## src/rtl/bin2bcd_pkg.sv

```systemverilog
// Shared types and helpers for the sequential double-dabble binary-to-BCD converter.
package bin2bcd_pkg;

  typedef enum logic [1:0] {
    IDLE  = 2'd0,
    SHIFT = 2'd1,
    LOAD  = 2'd2
  } state_e;

  localparam int BCD_DIGIT_W = 4;

  // Number of decimal digits needed to show the largest w-bit unsigned value.
  function automatic int min_digits(input int w);
    int v;
    int d;
    v = (1 << w) - 1;
    d = 1;
    for (int i = 0; i < 8; i++) begin
      if (v >= 10) begin
        v = v / 10;
        d++;
      end
    end
    return d;
  endfunction

endpackage

```

## src/rtl/bin2bcd_seq_if.sv

```systemverilog
// Handshake and result bundle of bin2bcd_seq; blank exists only with BIN2BCD_BLANK_EN.
interface bin2bcd_seq_if
  import bin2bcd_pkg::*;
#(
  parameter int W = 8,
  parameter int D = 3
);

  logic                     in_valid;
  logic                     in_ready;
  logic [W-1:0]             bin_in;
  logic [BCD_DIGIT_W*D-1:0] bcd;
  logic                     done;
`ifdef BIN2BCD_BLANK_EN
  logic [D-1:0]             blank;
`endif

  modport master (
    output in_valid,
    output bin_in,
    input  in_ready,
    input  bcd,
`ifdef BIN2BCD_BLANK_EN
    input  blank,
`endif
    input  done
  );

  modport slave (
    input  in_valid,
    input  bin_in,
    output in_ready,
    output bcd,
`ifdef BIN2BCD_BLANK_EN
    output blank,
`endif
    output done
  );

endinterface

```

## src/rtl/bcd_adj3.sv

```systemverilog
// Double-dabble digit correction: add 3 to a BCD digit that is 5 or more.
module bcd_adj3 (
  input  logic [3:0] i_digit,
  output logic [3:0] o_digit
);

  assign o_digit = (i_digit >= 4'd5) ? i_digit + 4'd3 : i_digit;

endmodule

```

## src/rtl/bin2bcd_seq.sv

```systemverilog
// Sequential double-dabble converter: W shift cycles plus one load cycle per value.
// Optional leading-zero mask output enabled by defining BIN2BCD_BLANK_EN.
module bin2bcd_seq
  import bin2bcd_pkg::*;
#(
  parameter int W = 8,
  parameter int D = 3
) (
  input  logic         clk,
  input  logic         rst_n,
  bin2bcd_seq_if.slave bus
);

  localparam int BCD_W = BCD_DIGIT_W * D;
  localparam int SW    = BCD_W + W;
  localparam int CNT_W = $clog2(W + 1);

  if (W < 1 || W > 16 || D < min_digits(W)) begin : g_bad_params
    $error("bin2bcd_seq: W=%0d needs at least %0d digits, D=%0d", W, min_digits(W), D);
  end

  state_e            r_state;
  logic [SW-1:0]     r_scratch;
  logic [CNT_W-1:0]  r_cnt;
  logic [BCD_W-1:0]  r_bcd;
  logic              r_done;
  logic [SW-1:0]     w_adj;

  // Correct every scratch digit before the shift moves it up one bit.
  for (genvar g = 0; g < D; g++) begin : g_adj
    bcd_adj3 u_adj (
      .i_digit (r_scratch[W + BCD_DIGIT_W*g +: BCD_DIGIT_W]),
      .o_digit (w_adj[W + BCD_DIGIT_W*g +: BCD_DIGIT_W])
    );
  end
  assign w_adj[W-1:0] = r_scratch[W-1:0];

`ifdef BIN2BCD_BLANK_EN
  localparam logic [D-1:0] BLANK_RST = {D{1'b1}} << 1;

  logic [D-1:0] r_blank;
  logic [D-1:0] w_blank;
  logic         w_nz_above;

  always_comb begin
    // NOTE: every variable gets a default first so no path can infer a latch.
    w_blank    = '0;
    w_nz_above = 1'b0;
    for (int i = D - 1; i >= 1; i--) begin
      w_nz_above = w_nz_above | (r_scratch[W + BCD_DIGIT_W*i +: BCD_DIGIT_W] != 4'd0);
      w_blank[i] = ~w_nz_above;
    end
  end

  assign bus.blank = r_blank;
`endif

  // NOTE: all state updates use non-blocking assignments so every register samples pre-edge values.
  always_ff @(posedge clk or negedge rst_n) begin
    if (!rst_n) begin
      r_state   <= IDLE;
      r_scratch <= '0;
      r_cnt     <= '0;
      r_bcd     <= '0;
      r_done    <= 1'b0;
`ifdef BIN2BCD_BLANK_EN
      r_blank   <= BLANK_RST;
`endif
    end else begin
      r_done <= 1'b0;
      case (r_state)
        IDLE: begin
          if (bus.in_valid) begin
            r_scratch <= {{BCD_W{1'b0}}, bus.bin_in};
            r_cnt     <= CNT_W'(W);
            r_state   <= SHIFT;
          end
        end
        SHIFT: begin
          r_scratch <= w_adj << 1;
          r_cnt     <= r_cnt - CNT_W'(1);
          if (r_cnt == CNT_W'(1)) begin
            r_state <= LOAD;
          end
        end
        LOAD: begin
          r_bcd   <= r_scratch[SW-1 -: BCD_W];
          r_done  <= 1'b1;
`ifdef BIN2BCD_BLANK_EN
          r_blank <= w_blank;
`endif
          r_state <= IDLE;
        end
        default: r_state <= IDLE;
      endcase
    end
  end

  assign bus.in_ready = (r_state == IDLE);
  assign bus.bcd      = r_bcd;
  assign bus.done     = r_done;

endmodule

```

## src/flat_wrapper.sv

```systemverilog
// flat-port wrapper written by rule: the top's interface ports become plain ports
module bin2bcd_seq_flat import bin2bcd_pkg::*;
#(
  parameter int W = 8,
  parameter int D = 3
)
  (clk, rst_n, bus_in_valid, bus_bin_in, bus_in_ready, bus_bcd, bus_done);
  bin2bcd_seq_if #(.W(W), .D(D)) bus_i ();
  input  logic clk;
  input  logic rst_n;
  input wire logic [$bits(bus_i.in_valid)-1:0] bus_in_valid;
  input wire logic [$bits(bus_i.bin_in)-1:0] bus_bin_in;
  output wire logic [$bits(bus_i.in_ready)-1:0] bus_in_ready;
  output wire logic [$bits(bus_i.bcd)-1:0] bus_bcd;
  output wire logic [$bits(bus_i.done)-1:0] bus_done;
  assign bus_i.in_valid = bus_in_valid;
  assign bus_i.bin_in = bus_bin_in;
  assign bus_in_ready = bus_i.in_ready;
  assign bus_bcd = bus_i.bcd;
  assign bus_done = bus_i.done;
  bin2bcd_seq #(.W(W), .D(D)) u_core (.clk(clk), .rst_n(rst_n), .bus(bus_i));
endmodule
```

## config.mk

```make
export PLATFORM = sky130hd
export DESIGN_NAME = bin2bcd_seq_flat
export DESIGN_NICKNAME = d
export VERILOG_FILES = /design/src/rtl/bin2bcd_pkg.sv /design/src/rtl/bin2bcd_seq_if.sv /design/src/rtl/bcd_adj3.sv /design/src/rtl/bin2bcd_seq.sv /design/src/flat_wrapper.sv
export SDC_FILE = /design/constraint.sdc
export NUM_CORES = 1
export LEC_CHECK = 0
export CAP_MARGIN = 20
export CORE_ASPECT_RATIO = 0.8
export CORE_MARGIN = 1.5
export CORE_UTILIZATION = 40
export DETAILED_ROUTE_END_ITERATION = 8
export SLEW_MARGIN = 20
export SYNTH_ARGS = -nofsm -noshare
export SYNTH_HDL_FRONTEND = slang
export SYNTH_HIERARCHICAL = 1
export SYNTH_SLANG_ARGS = --single-unit
```

## constraint.sdc

```tcl
create_clock -name clk -period 4.2 [get_ports clk]
set_clock_uncertainty 0.1 [all_clocks]
set_input_delay 1.26 -clock clk [delete_from_list [all_inputs] [get_ports clk]]
set_output_delay 1.26 -clock clk [all_outputs]
set_load 0.03 [all_outputs]
```

* Word level (Yosys, flattened, before mapping)
Cells that the tools add are included. W data, S select, Z words.
Word-level totals: output and inout bits 14, logic and storage cells 32, bits of input ports 11, bits in registers 39
Operators by class: add/subtract/negate cells 4, eq/ne operators 5, multiplexer cells 11, reductions and logical operators 4, order comparisons 3
Operators with widths (number):
- $pmux W20 S2 | 1
- $mux W20 | 1
- $ge A4 B3 Y1 const B | 3
- $mux W4 | 3
- $add A4 B2 Y4 const B | 2
- $pmux W4 S2 | 1
- $eq A4 B1 Y1 const B | 1
- $mux W2 | 2
- $pmux W2 S2 | 1
- $reduce_and A2 Y1 | 2
- $sub A4 B1 Y4 const B | 1
- $add A3 B2 Y3 const B | 1
- $mux W3 | 1
- $eq A2 B1 Y1 const B | 1
- $eq A2 B2 Y1 const B | 1
- $logic_not A2 Y1 | 1
- $ne A2 B1 Y1 const B | 1
- $ne A2 B2 Y1 const B | 1
- $reduce_bool A2 Y1 | 1
- $mux W1 | 1

* Depth between registers and ports, before layout
word-level depth 3, gate-level depth with buffers 6, mapped depth without buffers 6

* Modules after synthesis
The synthesis kept the hierarchy.
Modules (own cells, without submodules):
- bin2bcd_seq | area each 1649.1 µm², cells each 127, instances 1, sequential area each 975.9 µm²
- bcd_adj3 | area each 101.3 µm², cells each 16, instances 3, sequential area each 0.0 µm²

* Worst setup path before layout
No wires, ideal clock.
path kind register -> output, start register u_core.r_state[0], end output bus_in_ready, path buffers 1, cell stages (with the launch flop) 3, arrival 1.067 ns, setup slack 1.773 ns, data required time 2.840 ns, cell sequence dfrtp_1 clkbuf_1 nor2_1
Between the ends: cells in the longest elaborated chain, start to end 1
RTL lines:
- start, declared | RTL line bin2bcd_seq.sv:22 | state_e r_state;
- start signal, assigned | RTL line bin2bcd_seq.sv:61 | r_state <= IDLE;
- start signal, assigned | RTL line bin2bcd_seq.sv:76 | r_state <= SHIFT;
- start signal, assigned | RTL line bin2bcd_seq.sv:83 | r_state <= LOAD;
- $logic_not A2 Y1 | RTL line bin2bcd_seq.sv:99 | assign bus.in_ready = (r_state == IDLE);
- end, declared | RTL line flat_wrapper.sv:13 | output wire logic [$bits(bus_i.in_ready)-1:0] bus_in_ready;
Every way passes these cells.

* Worst setup path after layout
Same ends and word-level chain as after synthesis.

==> results.json <==
{
  "worstHoldPathType": "reg2reg",
  "worst_skew_pair.late_latency_ps": 290,
  "final-setup-viol-count": 0,
  "wirelength_met1_mm": 1.750,
  "area_delta_synth_final_pct": 19.87,
  "timing.critical_path.slowest_cell_delay_ps": 680,
  "worst_slew_margin_rel_pct": 44.10,
  "cp.required_ps": 2840,
  "h_tree_level_count": 2,
  "post-route-drc-count": 0,
  "syn_nets": 190,
  "leakage_nw": 1.066,
  "cp_startpoint_kind": "register",
  "crit_path_end_kind": "primary output",
  "synth_warnings": 6,
  "drt.antenna.violating_nets": 0,
  "cts_buffer_count": 5,
  "tritoncts": "built",
  "antenna_found_initial": 0,
  "placedCellCount": 248,
  "die_area_um2": 5262,
  "hold_buffers": 0,
  "dr_wl_met2_mm": 1.590,
  "die_h_um": 65.18,
  "die-width_um": 80.73,
  "filler_cell_count": 420,
  "cts_setup_buffers": 0,
  "antennaDiodeCount": 0,
  "critical_path_class": "reg2out",
  "ctsRootBufferMaster": "clkbuf_8",
  "drt_first_pass_iters": 4,
  "place.gp.congestion": 0.7656,
  "dr_wl_met3_um": 108,
  "mappedNetlistArea_um2": 1933,
  "grt_overflow_total": 0,
  "finish.cell_count_without_fillers": 256,
  "numPortBuffers": 24,
  "register_clock_pin_slew_on_the_reported_worst_setup_and_hold_paths_ps": 70,
  "number_of_global_route_vias_before_repair": 1318,
  "cpMaxStageDelayCell": "clkdlybuf4s50_1",
  "worstPathArrival_ps": 1710,
  "cts_resized": 0,
  "drv_cap": 0,
  "first_iter_violations": 50,
  "max_freq_ghz": 0.3262,
  "final.setup.tns_ps": 0,
  "period_minus_slack_ps": 3066,
  "grt_first_pass_wirelength_mm": 5.954,
  "fp-row-count": 22,
  "ctsLongestPathBuffers": 2,
  "core_region_area_um2": 4624,
  "synth_cells": 171,
  "detailed_route_wl_mm": 3.507,
  "clock_sink_count": 39,
  "worstMarginPinSlew_ps": 838.4,
  "floorplan.initialDensity_pct": 41.80,
  "routed_wire_length_per_instance_um": 13.70,
  "global_route.usage.total_pct": 14.87,
  "vdd.ir_drop.worst_mv": 0.3060,
  "io_pins": 25,
  "total_via_count_after_detailed_routing": 1303,
  "dp_hpwl_mm": 2.374,
  "result_of_the_run": "complete, no violations",
  "final-hold-violation-count": 0,
  "rsz0062_at_grt": "false",
  "final_nets": 214,
  "detail_route.vias_per_cell": 5.090,
  "most_frequent_cells_in_the_layout": "dfrtp_1 (39), clkdlybuf4s50_1 (23), nand2_1 (15)",
  "final_common_cell": "dfrtp_1",
  "crit_path_max_fanout": 16,
  "finalCritPeriodShare_pct": 72.99,
  "maximum_number_of_pins_on_one_net_before_global_route_repair": 40,
  "highest_layer": "met4",
  "worstPathCellList": "nor2_1, clkdlybuf4s50_1",
  "synth.avg_cell_area_um2": 11.30,
  "slew_viol_final": 0,
  "drive_above_1_share_pct": 14.29,
  "hold_slack_ps": 412.1,
  "p_per_area_nw_per_um2": 741.3
}
through the flow:
| stage | cell area, um2 | util [%] | total power, W | setup WS (ps) |
|---|---|---|---|---|
| after floorplan | 1933 | - | 0.001206 | 1773 |
| after global placement | 2200 | 47.56 | 0.001378 | 1292 |
| after detailed placement | 2200 | 47.56 | 0.001409 | 1237 |
| after CTS | 2317 | 50.11 | 0.001739 | 1115 |
| after global routing | 2317 | 50.11 | 0.001849 | 1031 |
| final | 2317 | 50.11 | 0.001718 | 1134 |
per-layer routing:
| layer | up-vias | GRT usage (%) |
|---|---|---|
| met5 | - | 0 |
| met4 | 0 | 5.819 |
| met3 | 8 | 4.028 |
| met2 | 15 | 22.58 |
| met1 | 641 | 20.14 |
| li1 | 639 | - |
registers in the layout, indices dropped and copies added, names as in the netlist:
register	flops
u_core/r_cnt	4
u_core/r_scratch	20
u_core/bus.done	1
u_core/r_state	2
u_core/bus.bcd	12
worst paths after layout:
| path | start | end | slack (ps) | cells after the start |
|---|---|---|---|---|
| setup / recovery | u_core/r_state[0]$_DFFE_PN0P_ | bus_in_ready | 1130 | 2 |
| hold / removal | u_core/bus.bcd[8]$_DFFE_PN0P_ | u_core/bus.bcd[8]$_DFFE_PN0P_ | 410 | 1 |
| setup reg to reg | u_core/r_state[0]$_DFFE_PN0P_ | u_core/r_scratch[1]$_DFFE_PN0P_ | 2310 | 4 |
| hold reg to reg | u_core/bus.bcd[8]$_DFFE_PN0P_ | u_core/bus.bcd[8]$_DFFE_PN0P_ | 410 | 1 |
| max in group asynchronous | rst_n | u_core/r_scratch[19]$_DFFE_PN0P_ | 2500 | 1 |
| min in group asynchronous | rst_n | u_core/r_scratch[14]$_DFFE_PN0P_ | 980 | 1 |
worst max-delay path, delay by kind of cell (launching register included):
family,cells,cell delay [ps]
flip-flops,1,570
buffers and inverters,1,680
AND/OR/NAND/NOR,1,170
area by class of cell:
class	instances	area, um2	share of cell area (%)
clock buffer	6	82.58	3.564
inverter	8	30.03	1.296
timing repair buffer	25	242.7	10.48
sequential	39	975.9	42.12
tap	60	75.07	3.240
clock inverter	2	35.03	1.512
multi-input combinational	116	875.8	37.80
where the power goes:
| group | internal, W | leakage, nW | switching, W | total [W] |
|---|---|---|---|---|
| Clock | 0.000192 | 0.0612 | 0.000124 | 0.000316 |
| Combinational | 0.000367 | 0.497 | 0.000360 | 0.000727 |
| Sequential | 0.000518 | 0.507 | 0.000156 | 0.000675 |
| Total | 0.00108 | 1.07 | 0.000640 | 0.00172 |
Power figures use the tool's default switching activity.
==> RTL change 1 (same flow settings) <==
Encoding of `state_e`: now one-hot (3 bits for 3 states).
--- a/src/rtl/bin2bcd_pkg.sv
+++ b/src/rtl/bin2bcd_pkg.sv
@@ -1,10 +1,10 @@
 // Shared types and helpers for the sequential double-dabble binary-to-BCD converter.
 package bin2bcd_pkg;
 
-  typedef enum logic [1:0] {
-    IDLE  = 2'd0,
-    SHIFT = 2'd1,
-    LOAD  = 2'd2
+  typedef enum logic [2:0] {
+    IDLE  = 3'b001,
+    SHIFT = 3'b010,
+    LOAD  = 3'b100
   } state_e;
 
   localparam int BCD_DIGIT_W = 4;
Check against the original RTL: no difference found for any inputs over 10 cycles, from zero or initial values and one cycle with rst_n low; not proved beyond that.
==> RTL change 1 against the unedited design <==
- hold slack lost 0.0025 ns
- wire length increased by 1.1%
- fmax down 3.5%
- first-iteration DRC count grew 54%
- sequential cell count rose by 1
- via count barely moved
- final area fell by 2.6%
- area after synthesis decreased by 1.9%
- count of clock-buffer cells in the layout unchanged
- worst setup slack worse by 0.11 ns
- critical endpoint unchanged
- largest cell class unchanged
Power is not compared: it rests on default switching activity, and its combinational part moved more than twofold at a synthesized area within 25%.
==> RTL change 1: results (changes against the unedited design) <==
Detailed routing
  • DR vias/cell: 5.17 (+1.7%)
  • WL final: 3.54 mm (+1.1%)
  • TritonRoute pass-1 iters: 4 (unchanged)
  • Initial drt markers: 77 (+54%)

Synthesis
  • Syn nets: 186 (-2.1%)
  • Yosys warns: 6 (unchanged)

Global route
  • First-pass GRT wire length: 6.33 mm (+6.4%)
  • Largest net degree at the start of global routing: 41 (+2.5%)
  • Number of global-route vias before repair: 1319 (+0.076%)
  • Antenna violations before repair: 0 (unchanged)
  • Met2 Usage GRT: 24.4% (+1.8 points)
  • Met1 usage: 22.3% (+2.2 points)
  • GR Layer Usage met3: 4.37% (+0.34 points)
  • Global Route Usage Sum: 16.0% (+1.1 points)

Placement
  • Place WS: 1.28 ns (+0.0476 ns)
  • Gpl congestion: 0.725 (-5.4%)
  • Port bufs: 24 (unchanged)
  • Post-DP HPWL: 2.38 mm (+0.35%)
  • Placed cell area: 0.00217 mm^2 (-1.3%)

Worst setup path
  • Reg2reg setup slack: 2.43 ns (+0.12 ns)
  • Crit-path max FO: 9 (-7)
  • Reg-to-Reg Start: u_core/r_state[2]
  • Arr. time, crit path: 1.82 ns (+0.11 ns)
  • Crit path capture: bus_in_ready
  • Reg2Reg Depth: 2 (-2)
  • Worst R2R End: u_core/bus.bcd[7]
  • Critical path origin: u_core/r_state[0]

Final layout
  • Most flops, register: u_core/r_scratch
  • Fillers: 422 (+0.48%)
  • Largest register FFs: 20 (unchanged)
  • Nets: 211 (-1.4%)
  • Utilization after layout: 49.4% (-0.74 points)
  • Layout cell share with drive strength beyond 1: 14.6% (+0.30 points)
  • Ant diodes: 0 (unchanged)

CTS
  • Post-cts hold buffer count: 0 (unchanged)
  • Clock Tree Root: clkbuf_8
  • Clock-pin slew on the worst setup and hold paths: 0.07 ns (about the same)
  • Total CTS buffers: 5 (unchanged)
  • Post-CTS setup repair buffer count: 0 (unchanged)
  • Post-cts sizing count: 0 (unchanged)
  • CTS H-Tree Depth: 2 (unchanged)
  • Clk buf depth: 2 (unchanged)
  • Clock latency at the later pin of the worst-skew pair: roughly 0.28 ns

Hold path
  • HP Class: flip-flop to flip-flop

Power and ir drop
  • Lkg Pwr: 0.00103 uW
  • VDD IR max: 268 uV
  • Net Switching: 384 uW

Timing
  • Peak Freq: 0.315 GHz (-3.5%)
  • Max-slew headroom: 41.7% (-2.4 points)

Outcome
  • Status: complete, no violations
==> RTL change 1: worst min-delay path by stage <==
stage	from	to	slack, ns	cells after the start
2_1_floorplan	u_core/r_cnt[2]	u_core/r_cnt[2]	0.37	1
3_3_place_gp	u_core/r_cnt[2]	u_core/r_cnt[2]	0.39	1
3_5_place_dp	u_core/bus.bcd[5]	u_core/bus.bcd[5]	0.40	1
4_1_cts	u_core/bus.bcd[3]	u_core/bus.bcd[3]	0.42	1
5_1_grt	u_core/bus.bcd[3]	u_core/bus.bcd[3]	0.43	1
6_report	u_core/bus.bcd[0]	u_core/bus.bcd[0]	0.41	1
==> RTL change 1: critical path, cell delays in order, from the launching register on <==
cell and delay, ns:
dfstp_2 0.64, nor3b_1 0.20, clkdlybuf4s50_1 0.69
==> RTL change 1: metal layers <==
metal | wire length [um] | vias to the layer above | share of wire (%)
met5 | 0 | - | 0
met4 | 35 | 0 | 0.99
met3 | 114 | 5 | 3.2
met2 | 1670 | 22 | 47
met1 | 1730 | 644 | 49
li1 | - | 633 | -
==> RTL change 1: through the flow <==
stage	hold WS (ns)	std cells
2_1_floorplan	0.369	167
3_3_place_gp	0.386	245
3_5_place_dp	0.397	245
4_1_cts	0.416	252
5_1_grt	0.430	252
6_report	0.410	252
==> RTL change 1: power by group through the flow <==
stage                     Sequential (uW)  Combinational, uW  Clock (uW)
final                                 538                325         233
after global routing                  549                366         266
after CTS                             533                328         242
after detailed placement              540                325           0
after global placement                535                311           0
after floorplan                       511                266           0
==> RTL change 1: layout make-up <==
cell class	count	share of cell area (%)
sequential	40	44.4
multi-input combinational	110	36.2
timing repair buffer	26	11.1
tap	60	3.33
clock buffer	6	3.22
inverter	9	1.50
clock inverter	1	0.222
==> RTL change 2 (same settings) <==
Made on the original files. Reset style: synchronous (`rst_n`), changed in one clocked block.
--- a/src/rtl/bin2bcd_seq.sv
+++ b/src/rtl/bin2bcd_seq.sv
@@ -56,7 +56,7 @@
 `endif
 
   // NOTE: all state updates use non-blocking assignments so every register samples pre-edge values.
-  always_ff @(posedge clk or negedge rst_n) begin
+  always_ff @(posedge clk) begin
     if (!rst_n) begin
       r_state   <= IDLE;
       r_scratch <= '0;
Formal check against the unedited RTL: differs if rst_n is asserted again (counterexample within 4 cycles, from zero or initial values and one cycle with rst_n low); with rst_n held inactive, the same outputs for 10 cycles.
==> RTL change 2 against the unedited design <==
- first-iteration DRC count fell by 2.0%
- final area fell by 11%
- area after synthesis shrank 9.4%
- wire length decreased by 9.2%
- sequential cell count unchanged
- worst setup slack lost 0.099 ns
- critical path type unchanged
Power is not compared: it rests on default switching activity, and its combinational part moved more than twofold at a synthesized area within 25%.
==> RTL change 2: results (changes against the unedited design) <==
Detailed routing
  • Met3 wire len: 78 um (-28%)
  • Initial drt markers: 49 (-2.0%)
  • Via count: 1351 (+3.7%)
  • Met2 routed WL: 1.40 mm (-12%)
  • Avg WL per Cell: 11.4 um (-17%)
  • Uppermost routed layer: met4
  • WL met1: 1.68 mm (-3.8%)

Floorplan
  • Chip width: 77.0 um (-4.6%)

CTS
  • Clock latency at the later pin of the worst-skew pair: approximately 0.28 ns
  • Clock Tree Root: clkbuf_8
  • CTS H-Tree Depth: 2 (unchanged)
  • Post-cts sizing count: 0 (unchanged)
  • Post-CTS setup repair buffer count: 0 (unchanged)

Worst setup path
  • Slowest stage delay, CP: 0.78 ns (+0.10 ns)
  • Crit-path max FO: 25 (+9)
  • Slowest cell on crit path: dfxtp_1
  • Arr. time, crit path: 1.80 ns (+0.09 ns)

Global route
  • Antenna violations before repair: 0 (unchanged)
  • Largest net degree at the start of global routing: 26 (-35%)
  • Global Route Usage Sum: 14.9% (about the same)
  • Number of global-route vias before repair: 1280 (-2.9%)
  • First-pass GRT wire length: 5.73 mm (-3.7%)

Final layout
  • Layout cell share with drive strength beyond 1: 4.48% (-9.8 points)
  • Nets: 243 (+14%)
  • Largest register FFs: 20 (unchanged)

Placement
  • Post-DP HPWL: 2.22 mm (-6.4%)
  • Gpl congestion: 0.752 (-1.8%)

Hold path
  • HP Class: flip-flop to flip-flop

Synthesis
  • Syn nets: 223 (+17%)
  • Yosys warns: 6 (unchanged)

Outcome
  • Status: complete, no violations

Power and ir drop
  • Lkg Pwr: 0.000792 uW

Timing
  • Max-slew headroom: 48.7% (+4.6 points)
## RTL change 2: final timing paths
| path | from | to | slack [ns] | cells after the start |
|---|---|---|---|---|
| setup / recovery | u_core/r_state[0] | bus_in_ready | 1.04 | 2 |
| hold reg to reg | u_core/bus.bcd[1] | u_core/bus.bcd[1] | 0.35 | 2 |
| hold / removal | u_core/bus.bcd[1] | u_core/bus.bcd[1] | 0.35 | 2 |
| setup reg to reg | u_core/r_state[0] | u_core/r_scratch[2] | 2.25 | 3 |
## RTL change 2: worst max-delay path: cells and delay by family (launching register included)
family        cells  cell delay [ns]
buf+inv           1             0.63
flops             1             0.78
simple gates      1             0.12
## RTL change 2: metal layers
metal / GRT usage [%] / vias to the layer above
met1: 20.4 / 610
met4: 4.77 / 0
li1: - / 726
met2: 22.5 / 13
met3: 4.41 / 2
met5: 0 / -
## RTL change 2: area by class of cell
class / instances / area (um^2)
clock buffers: 6 / 72.6
multi-input cells: 143 / 860
flip-flops and latches: 39 / 781
inverters: 11 / 41.3
well taps: 57 / 71.3
fillers: 427 / 2140
repair buffers: 24 / 240
## RTL change 2: where the power goes
group          switching [uW]  internal [uW]  leakage, uW
clock network             114            111    0.0000371
logic                    28.3           26.8     0.000438
registers                11.8            380     0.000316
## RTL change 2: through the flow
stage	power, uW	instance area, um^2	setup slack (ns)	hold slack [ns]	std cells
after detailed placement	456	1990	1.02	0.347	274
after global placement	456	1990	1.04	0.343	274
after global routing	714	2070	0.904	0.383	280
final	671	2070	1.04	0.353	280
after floorplan	440	1750	1.89	0.345	204
after CTS	682	2070	1.03	0.357	280
